[src/rtl/gray_seq_pkg.sv]
// Shared types and constants for the Gray-code sequencer.
// The default width, the run/idle state type and the helper for a full-cycle run length.
package gray_seq_pkg;

  localparam int DEFAULT_WIDTH = 3;

  typedef enum logic [0:0] {
    IDLE = 1'b0,
    RUN  = 1'b1
  } state_t;

  // A programmed step count of zero means a full cycle of 2^width words.
  function automatic int unsigned full_run(input int unsigned width);
    return 32'd1 << width;
  endfunction

endpackage

[src/rtl/gray_seq_if.sv]
// Request/response stream bundle between the sequence requester and the Gray sequencer.
// The requester uses the master modport and the sequencer uses the slave modport.
interface gray_seq_if
  import gray_seq_pkg::*;
#(
  parameter int WIDTH = DEFAULT_WIDTH
);

  logic             start;
  logic             dir;
  logic [WIDTH-1:0] steps;
  logic             load;
  logic [WIDTH-1:0] load_val;
  logic             out_ready;
  logic [WIDTH-1:0] gray;
  logic             out_valid;
  logic             busy;
  logic             done;
  logic             wrap;

  modport master (
    output start,
    output dir,
    output steps,
    output load,
    output load_val,
    output out_ready,
    input  gray,
    input  out_valid,
    input  busy,
    input  done,
    input  wrap
  );

  modport slave (
    input  start,
    input  dir,
    input  steps,
    input  load,
    input  load_val,
    input  out_ready,
    output gray,
    output out_valid,
    output busy,
    output done,
    output wrap
  );

endinterface

[src/rtl/gray_seq_ctrl_enc.sv]
// Parameterised combinational binary-to-Gray encoder.
// Bit i of the result is b[i] ^ b[i+1], and the MSB passes straight through.
module gray_enc
  import gray_seq_pkg::*;
#(
  parameter int WIDTH = DEFAULT_WIDTH
) (
  input  logic [WIDTH-1:0] bin,
  output logic [WIDTH-1:0] gray
);

  // Shifting in a zero leaves the MSB unchanged and XORs each lower bit with its upper neighbour.
  assign gray = bin ^ (bin >> 1);

endmodule

[src/rtl/gray_seq_ctrl.sv]
// Gray-code run sequencer. It holds the binary count, the step budget and the IDLE/RUN state,
// and streams gray(count) on a valid/ready output. WIDTH must be at least 2.
module gray_seq_ctrl
  import gray_seq_pkg::*;
#(
  parameter int WIDTH = DEFAULT_WIDTH
) (
  input logic         clk,
  input logic         rst_n,
  gray_seq_if.slave   bus
);

  localparam logic [0:0]     ST_IDLE   = IDLE;
  localparam logic [0:0]     ST_RUN    = RUN;
  localparam logic [WIDTH:0] FULL_RUN  = (WIDTH + 1)'(full_run(WIDTH));
  localparam logic [WIDTH:0] LAST_STEP = (WIDTH + 1)'(1);
  localparam logic [WIDTH-1:0] MAX_COUNT = '1;

  logic [0:0]       state_q, state_d;
  logic [WIDTH-1:0] count_q, count_d;
  logic [WIDTH-1:0] gray_q, gray_d;
  logic [WIDTH:0]   remaining_q, remaining_d;
  logic             dir_q, dir_d;
  logic             done_q, done_d;
  logic             wrap_q, wrap_d;
  logic             xfer;

  assign xfer = (state_q == ST_RUN) && bus.out_ready;

  always_comb begin
    // NOTE: every variable gets a default before any branch, so no path infers a latch.
    state_d     = state_q;
    count_d     = count_q;
    remaining_d = remaining_q;
    dir_d       = dir_q;
    done_d      = 1'b0;
    wrap_d      = 1'b0;

    case (state_q)
      ST_IDLE: begin
        // A load sets the count before the start, so a run begins from load_val.
        if (bus.load) begin
          count_d = bus.load_val;
        end
        if (bus.start) begin
          dir_d       = bus.dir;
          remaining_d = (bus.steps == '0) ? FULL_RUN : {1'b0, bus.steps};
          state_d     = ST_RUN;
        end
      end

      ST_RUN: begin
        if (xfer) begin
          count_d     = dir_q ? (count_q + WIDTH'(1)) : (count_q - WIDTH'(1));
          remaining_d = remaining_q - LAST_STEP;
          wrap_d      = dir_q ? (count_q == MAX_COUNT) : (count_q == '0);
          if (remaining_q == LAST_STEP) begin
            done_d  = 1'b1;
            state_d = ST_IDLE;
          end
        end
      end

      default: begin
        state_d = ST_IDLE;
      end
    endcase
  end

  // The encoder sits on the next count, so gray is a register output that follows count_q exactly.
  gray_enc #(
    .WIDTH (WIDTH)
  ) u_enc (
    .bin  (count_d),
    .gray (gray_d)
  );

  // NOTE: sequential state uses non-blocking assignments so every register samples pre-edge values.
  always_ff @(posedge clk or negedge rst_n) begin
    if (!rst_n) begin
      state_q     <= ST_IDLE;
      count_q     <= '0;
      gray_q      <= '0;
      remaining_q <= '0;
      dir_q       <= 1'b0;
      done_q      <= 1'b0;
      wrap_q      <= 1'b0;
    end else begin
      state_q     <= state_d;
      count_q     <= count_d;
      gray_q      <= gray_d;
      remaining_q <= remaining_d;
      dir_q       <= dir_d;
      done_q      <= done_d;
      wrap_q      <= wrap_d;
    end
  end

  assign bus.gray      = gray_q;
  assign bus.out_valid = (state_q == ST_RUN);
  assign bus.busy      = (state_q == ST_RUN);
  assign bus.done      = done_q;
  assign bus.wrap      = wrap_q;

endmodule

[src/flat_wrapper.sv]
// flat-port wrapper written by rule: the top's interface ports become plain ports
module gray_seq_ctrl_flat import gray_seq_pkg::*;
#(
  parameter int WIDTH = DEFAULT_WIDTH
)
  (clk, rst_n, bus_start, bus_dir, bus_steps, bus_load, bus_load_val, bus_out_ready, bus_gray, bus_out_valid, bus_busy, bus_done, bus_wrap);
  gray_seq_if #(.WIDTH(WIDTH)) bus_i ();
  input logic clk;
  input logic rst_n;
  input wire logic [$bits(bus_i.start)-1:0] bus_start;
  input wire logic [$bits(bus_i.dir)-1:0] bus_dir;
  input wire logic [$bits(bus_i.steps)-1:0] bus_steps;
  input wire logic [$bits(bus_i.load)-1:0] bus_load;
  input wire logic [$bits(bus_i.load_val)-1:0] bus_load_val;
  input wire logic [$bits(bus_i.out_ready)-1:0] bus_out_ready;
  output wire logic [$bits(bus_i.gray)-1:0] bus_gray;
  output wire logic [$bits(bus_i.out_valid)-1:0] bus_out_valid;
  output wire logic [$bits(bus_i.busy)-1:0] bus_busy;
  output wire logic [$bits(bus_i.done)-1:0] bus_done;
  output wire logic [$bits(bus_i.wrap)-1:0] bus_wrap;
  assign bus_i.start = bus_start;
  assign bus_i.dir = bus_dir;
  assign bus_i.steps = bus_steps;
  assign bus_i.load = bus_load;
  assign bus_i.load_val = bus_load_val;
  assign bus_i.out_ready = bus_out_ready;
  assign bus_gray = bus_i.gray;
  assign bus_out_valid = bus_i.out_valid;
  assign bus_busy = bus_i.busy;
  assign bus_done = bus_i.done;
  assign bus_wrap = bus_i.wrap;
  gray_seq_ctrl #(.WIDTH(WIDTH)) u_core (.clk(clk), .rst_n(rst_n), .bus(bus_i));
endmodule
[config.mk]
export PLATFORM = sky130hd
export DESIGN_NAME = gray_seq_ctrl_flat
export DESIGN_NICKNAME = d
export VERILOG_FILES = /design/src/rtl/gray_seq_pkg.sv /design/src/rtl/gray_seq_if.sv /design/src/rtl/gray_seq_ctrl_enc.sv /design/src/rtl/gray_seq_ctrl.sv /design/src/flat_wrapper.sv
export SDC_FILE = /design/constraint.sdc
export NUM_CORES = 1
export LEC_CHECK = 0
export ABC_AREA = 1
export CORE_MARGIN = 1.5
export CORE_UTILIZATION = 50
export DETAILED_ROUTE_END_ITERATION = 16
export DONT_BUFFER_PORTS = 1
export GPL_ROUTABILITY_DRIVEN = 0
export SLEW_MARGIN = 40
export SYNTH_ARGS = -nofsm -noshare
export SYNTH_HDL_FRONTEND = slang
export SYNTH_SLANG_ARGS = --single-unit
[constraint.sdc]
create_clock -name clk -period 1.9 [get_ports clk]
set_input_delay 0.38 -clock clk [delete_from_list [all_inputs] [get_ports clk]]
set_output_delay 0.38 -clock clk [all_outputs]
set_load 0.05 [all_outputs]
==> summary.md <==
- **Fmax achieved** 605.3 MHz
- **boundary pin count** 19
- **most frequently used flop master after synthesis** sky130_fd_sc_hd__dfrtp_1
- **count of yosys warnings during synthesis** 0
- **antenna violations before repair** 0
- **routed length per instance** 13.08 um
- **global-route congestion overflow total** 0
- **Cell variety after synth** 22
- **total internal power** 0.0007749 W
- **power share of the combinational group** 0.509
- **sum of routed wire length over all layers** 1439 um
- **top-area cell type share of the netlist area** 0.4370
- **total instance count after detailed placement** 105
- **most frequently used cell type in the post-synthesis netlist** sky130_fd_sc_hd__nand2_1
- **total count of hold-check failures in the final report** 0
- **# H-tree levels** 1
- **Max transition margin** 0.5981
- **LEAKAGE** 0.4044 nW
- **Worst Hold Class** input pin to flop
- **antenna violation net count after detailed routing** 0
- **Starting DRT DRC Count** 14
- **growth of design area from synthesis to finish** 6.891%
- **worst slack at placement** 298.7 ps
- **sequential-to-total area share from yosys stat** 0.4370
- **count of flip-flops with a built-in enable after synthesis** 0
- **die boundary width** 41.59 um
- **total CTS buffers** 3
- **overall die height** 41.59 um
- **IO buf count** 0
- **total power consumption of the routed design** 0.001610 W
- **Async S/R FF share, synth** 1.000
- **fraction of layout instances using a drive strength above 1** 0.1263
- **kind of end point of the critical path** output port
- **sequential share of power** 0.383
- **final count of pins violating max slew** 0
- **net switching fraction of the power** 0.5188
- **Data arrival, critical path** 1270 ps
- **post-synthesis cell count** 90
- **worst clock skew** 4.865 ps
- **clock tree from TritonCTS** done
- **number of nets in the finished design** 111
- **data required time at the worst endpoint** 1520 ps
- **crit-path max FO** 7
- **flop and latch count out of synthesis** 13
- **unrepaired setup endpoints after global routing** no
- **number of design rule violations left after detail routing** 0
- **top cells by count, synth** sky130_fd_sc_hd__nand2_1, sky130_fd_sc_hd__dfrtp_1, sky130_fd_sc_hd__inv_1
- **number of filler cells placed in the layout** 127
- **detailed-route vias per instance** 5.309
- **netlist area before placement** 744.5 um2
- **maximum resistive drop on vdd** 1.062 mV
- **post-layout worst setup margin** 247.9 ps
- **global-route wire length before repair** 2525 um
- **# clock sinks** 13
- **average size of a mapped cell** 8.272 um2
- **area of placed instances** 759.5 um2
- **total half-perimeter wirelength after legalization and detailed placement** 1108 um
- **maximum clock insertion buffer count** 2
- **Cell Pwr Density** 2024 nW/um2
- **part of the cycle the worst path needs** 0.8695
- **Worst setup SP type** flop
- **outcome** completed
- **FP Rows** 13
- **clock slew at the register clock pins of the worst setup and hold paths** 90 ps
- **Worst Path Class, Setup** flop to output port
- **net switching power figure** 0.0008354 W
- **Initial Utilization** 0.5514
- **post-route minimum period** 1652 ps
- **number of cells in the finished layout apart from fillers** 110
- **area leader, netlist** sky130_fd_sc_hd__dfrtp_1
- **Placeable Area** 1350 um2
- **Post-Layout Inst Area** 795.8 um2
- **area of the die** 1729 um2
- **Diodes inserted** 0
- **fraction of power consumed by the clock network** 0.108
- **setup violators final** 0
- **pin count of the biggest net entering global routing** 14
- **number of detailed-routing iterations run before antenna repair** 4
- **via count of the routed design** 584
- **vias in the first global route** 558
- **cell types occupying the most area after synthesis** sky130_fd_sc_hd__dfrtp_1, sky130_fd_sc_hd__nand2_1, sky130_fd_sc_hd__inv_1, sky130_fd_sc_hd__nand3_1, sky130_fd_sc_hd__o21ai_0
- **insertion delay to the later sink of the worst-skew pair** 270 ps
- **Total Negative Setup Slacks** 0 ps
- **master cell of the clock root buffer** sky130_fd_sc_hd__clkbuf_4
- **Total GRT Usage** 0.1868
- **Max-cap violations** 0
- **Least-Margin Pin Slew** 600.9 ps
- **synthesized netlist net count** 105
[layer usage]
metal  GRT usage  part of all wire
met1      0.2661              0.51
met2      0.2625              0.42
met3     0.06957             0.068
met4     0.05806            0.0042
met5           0                 0
[worst paths after layout]
check / startpoint / end / slack (ps) / cells past startpoint
worst max-delay path: u_core.bus.busy$_DFF_PN0_ / bus_busy / 250 / 2
worst min-delay path: bus_out_ready / u_core.bus.done$_DFF_PN0_ / 260 / 2
worst max register to register: u_core.dir_q$_DFFE_PN0P_ / u_core.bus.gray[1]$_DFF_PN0_ / 290 / 10
worst min register to register: u_core.dir_q$_DFFE_PN0P_ / u_core.bus.wrap$_DFF_PN0_ / 520 / 1
max in group asynchronous: rst_n / u_core.bus.gray[1]$_DFF_PN0_ / 960 / 1
min in group asynchronous: rst_n / u_core.bus.busy$_DFF_PN0_ / 550 / 1
[power groups by stage]
stage / Combinational, W / Sequential (W) / Clock (W)
after floorplan: 0.000670 / 0.000626 / 0
after global placement: 0.000798 / 0.000622 / 0
after detailed placement: 0.000807 / 0.000623 / 0
after CTS: 0.000818 / 0.000616 / 0.000177
after global routing: 0.000932 / 0.000633 / 0.000194
final: 0.000820 / 0.000617 / 0.000173
[worst max-delay path: stages, from the launching register on]
cell	delay, ps
sky130_fd_sc_hd__dfrtp_1	500
sky130_fd_sc_hd__buf_4	210
sky130_fd_sc_hd__buf_4	290
[state kept, by name, summed over array words and instances, names as in the netlist]
name / cells
u_core.count_q: 3
u_core.bus.gray: 2
u_core.remaining_q: 4
u_core.bus.done: 1
u_core.bus.busy: 1
u_core.bus.wrap: 1
u_core.dir_q: 1
[repair_timing]
action,4_1_cts,5_1_grt
gates resized for setup,0,0
setup endpoints to repair,0,0
endpoints found under the hold margin,13,0
setup buffers,0,0
hold buffers,1,0
[logic make-up (layout without fill, tap and decap cells)]
group,Yosys count,count (layout),synth area share
XOR/XNOR,1,1,0.01177
AND/OR/NAND/NOR,38,38,0.2521
adder cells (fa/ha/maj),3,3,0.06050
flip-flops,13,13,0.4370
AO/OA/AOI/OAI,18,18,0.1311
buffers and inverters,17,22,0.1075
[cells in the final DEF, fill, tap and decap left out, types with 2 or more instances in the layout]
| master | instances |
|---|---|
| sky130_fd_sc_hd__nand2_1 | 18 |
| sky130_fd_sc_hd__dfrtp_1 | 13 |
| sky130_fd_sc_hd__inv_1 | 12 |
| sky130_fd_sc_hd__o21ai_0 | 8 |
| sky130_fd_sc_hd__nand3_1 | 8 |
| sky130_fd_sc_hd__a21oi_1 | 6 |
| sky130_fd_sc_hd__nor2_1 | 6 |
| sky130_fd_sc_hd__clkbuf_4 | 3 |
| sky130_fd_sc_hd__buf_4 | 3 |
| sky130_fd_sc_hd__nand4_1 | 2 |
| sky130_fd_sc_hd__a31oi_1 | 2 |
| sky130_fd_sc_hd__ha_1 | 2 |
[stage by stage]
| stage | hold WS (ps) | util |
|---|---|---|
| finish | 260.9 | 0.5894 |
| global route | 263.6 | 0.5894 |
| CTS | 253.1 | 0.5894 |
| detailed placement | 84.66 | 0.5626 |
| global placement | 84.66 | 0.5626 |
| floorplan | 84.41 | - |
[final cells by class]
class / instances / area [um2] / area share
Clock buffer: 4 / 26.28 / 0.03302
Inverter: 14 / 53.80 / 0.06761
Multi-Input combinational cell: 60 / 339.1 / 0.4261
Sequential cell: 13 / 325.3 / 0.4088
Tap cell: 15 / 18.77 / 0.02358
Timing Repair Buffer: 4 / 32.53 / 0.04088
Power figures use the tool's default switching activity.
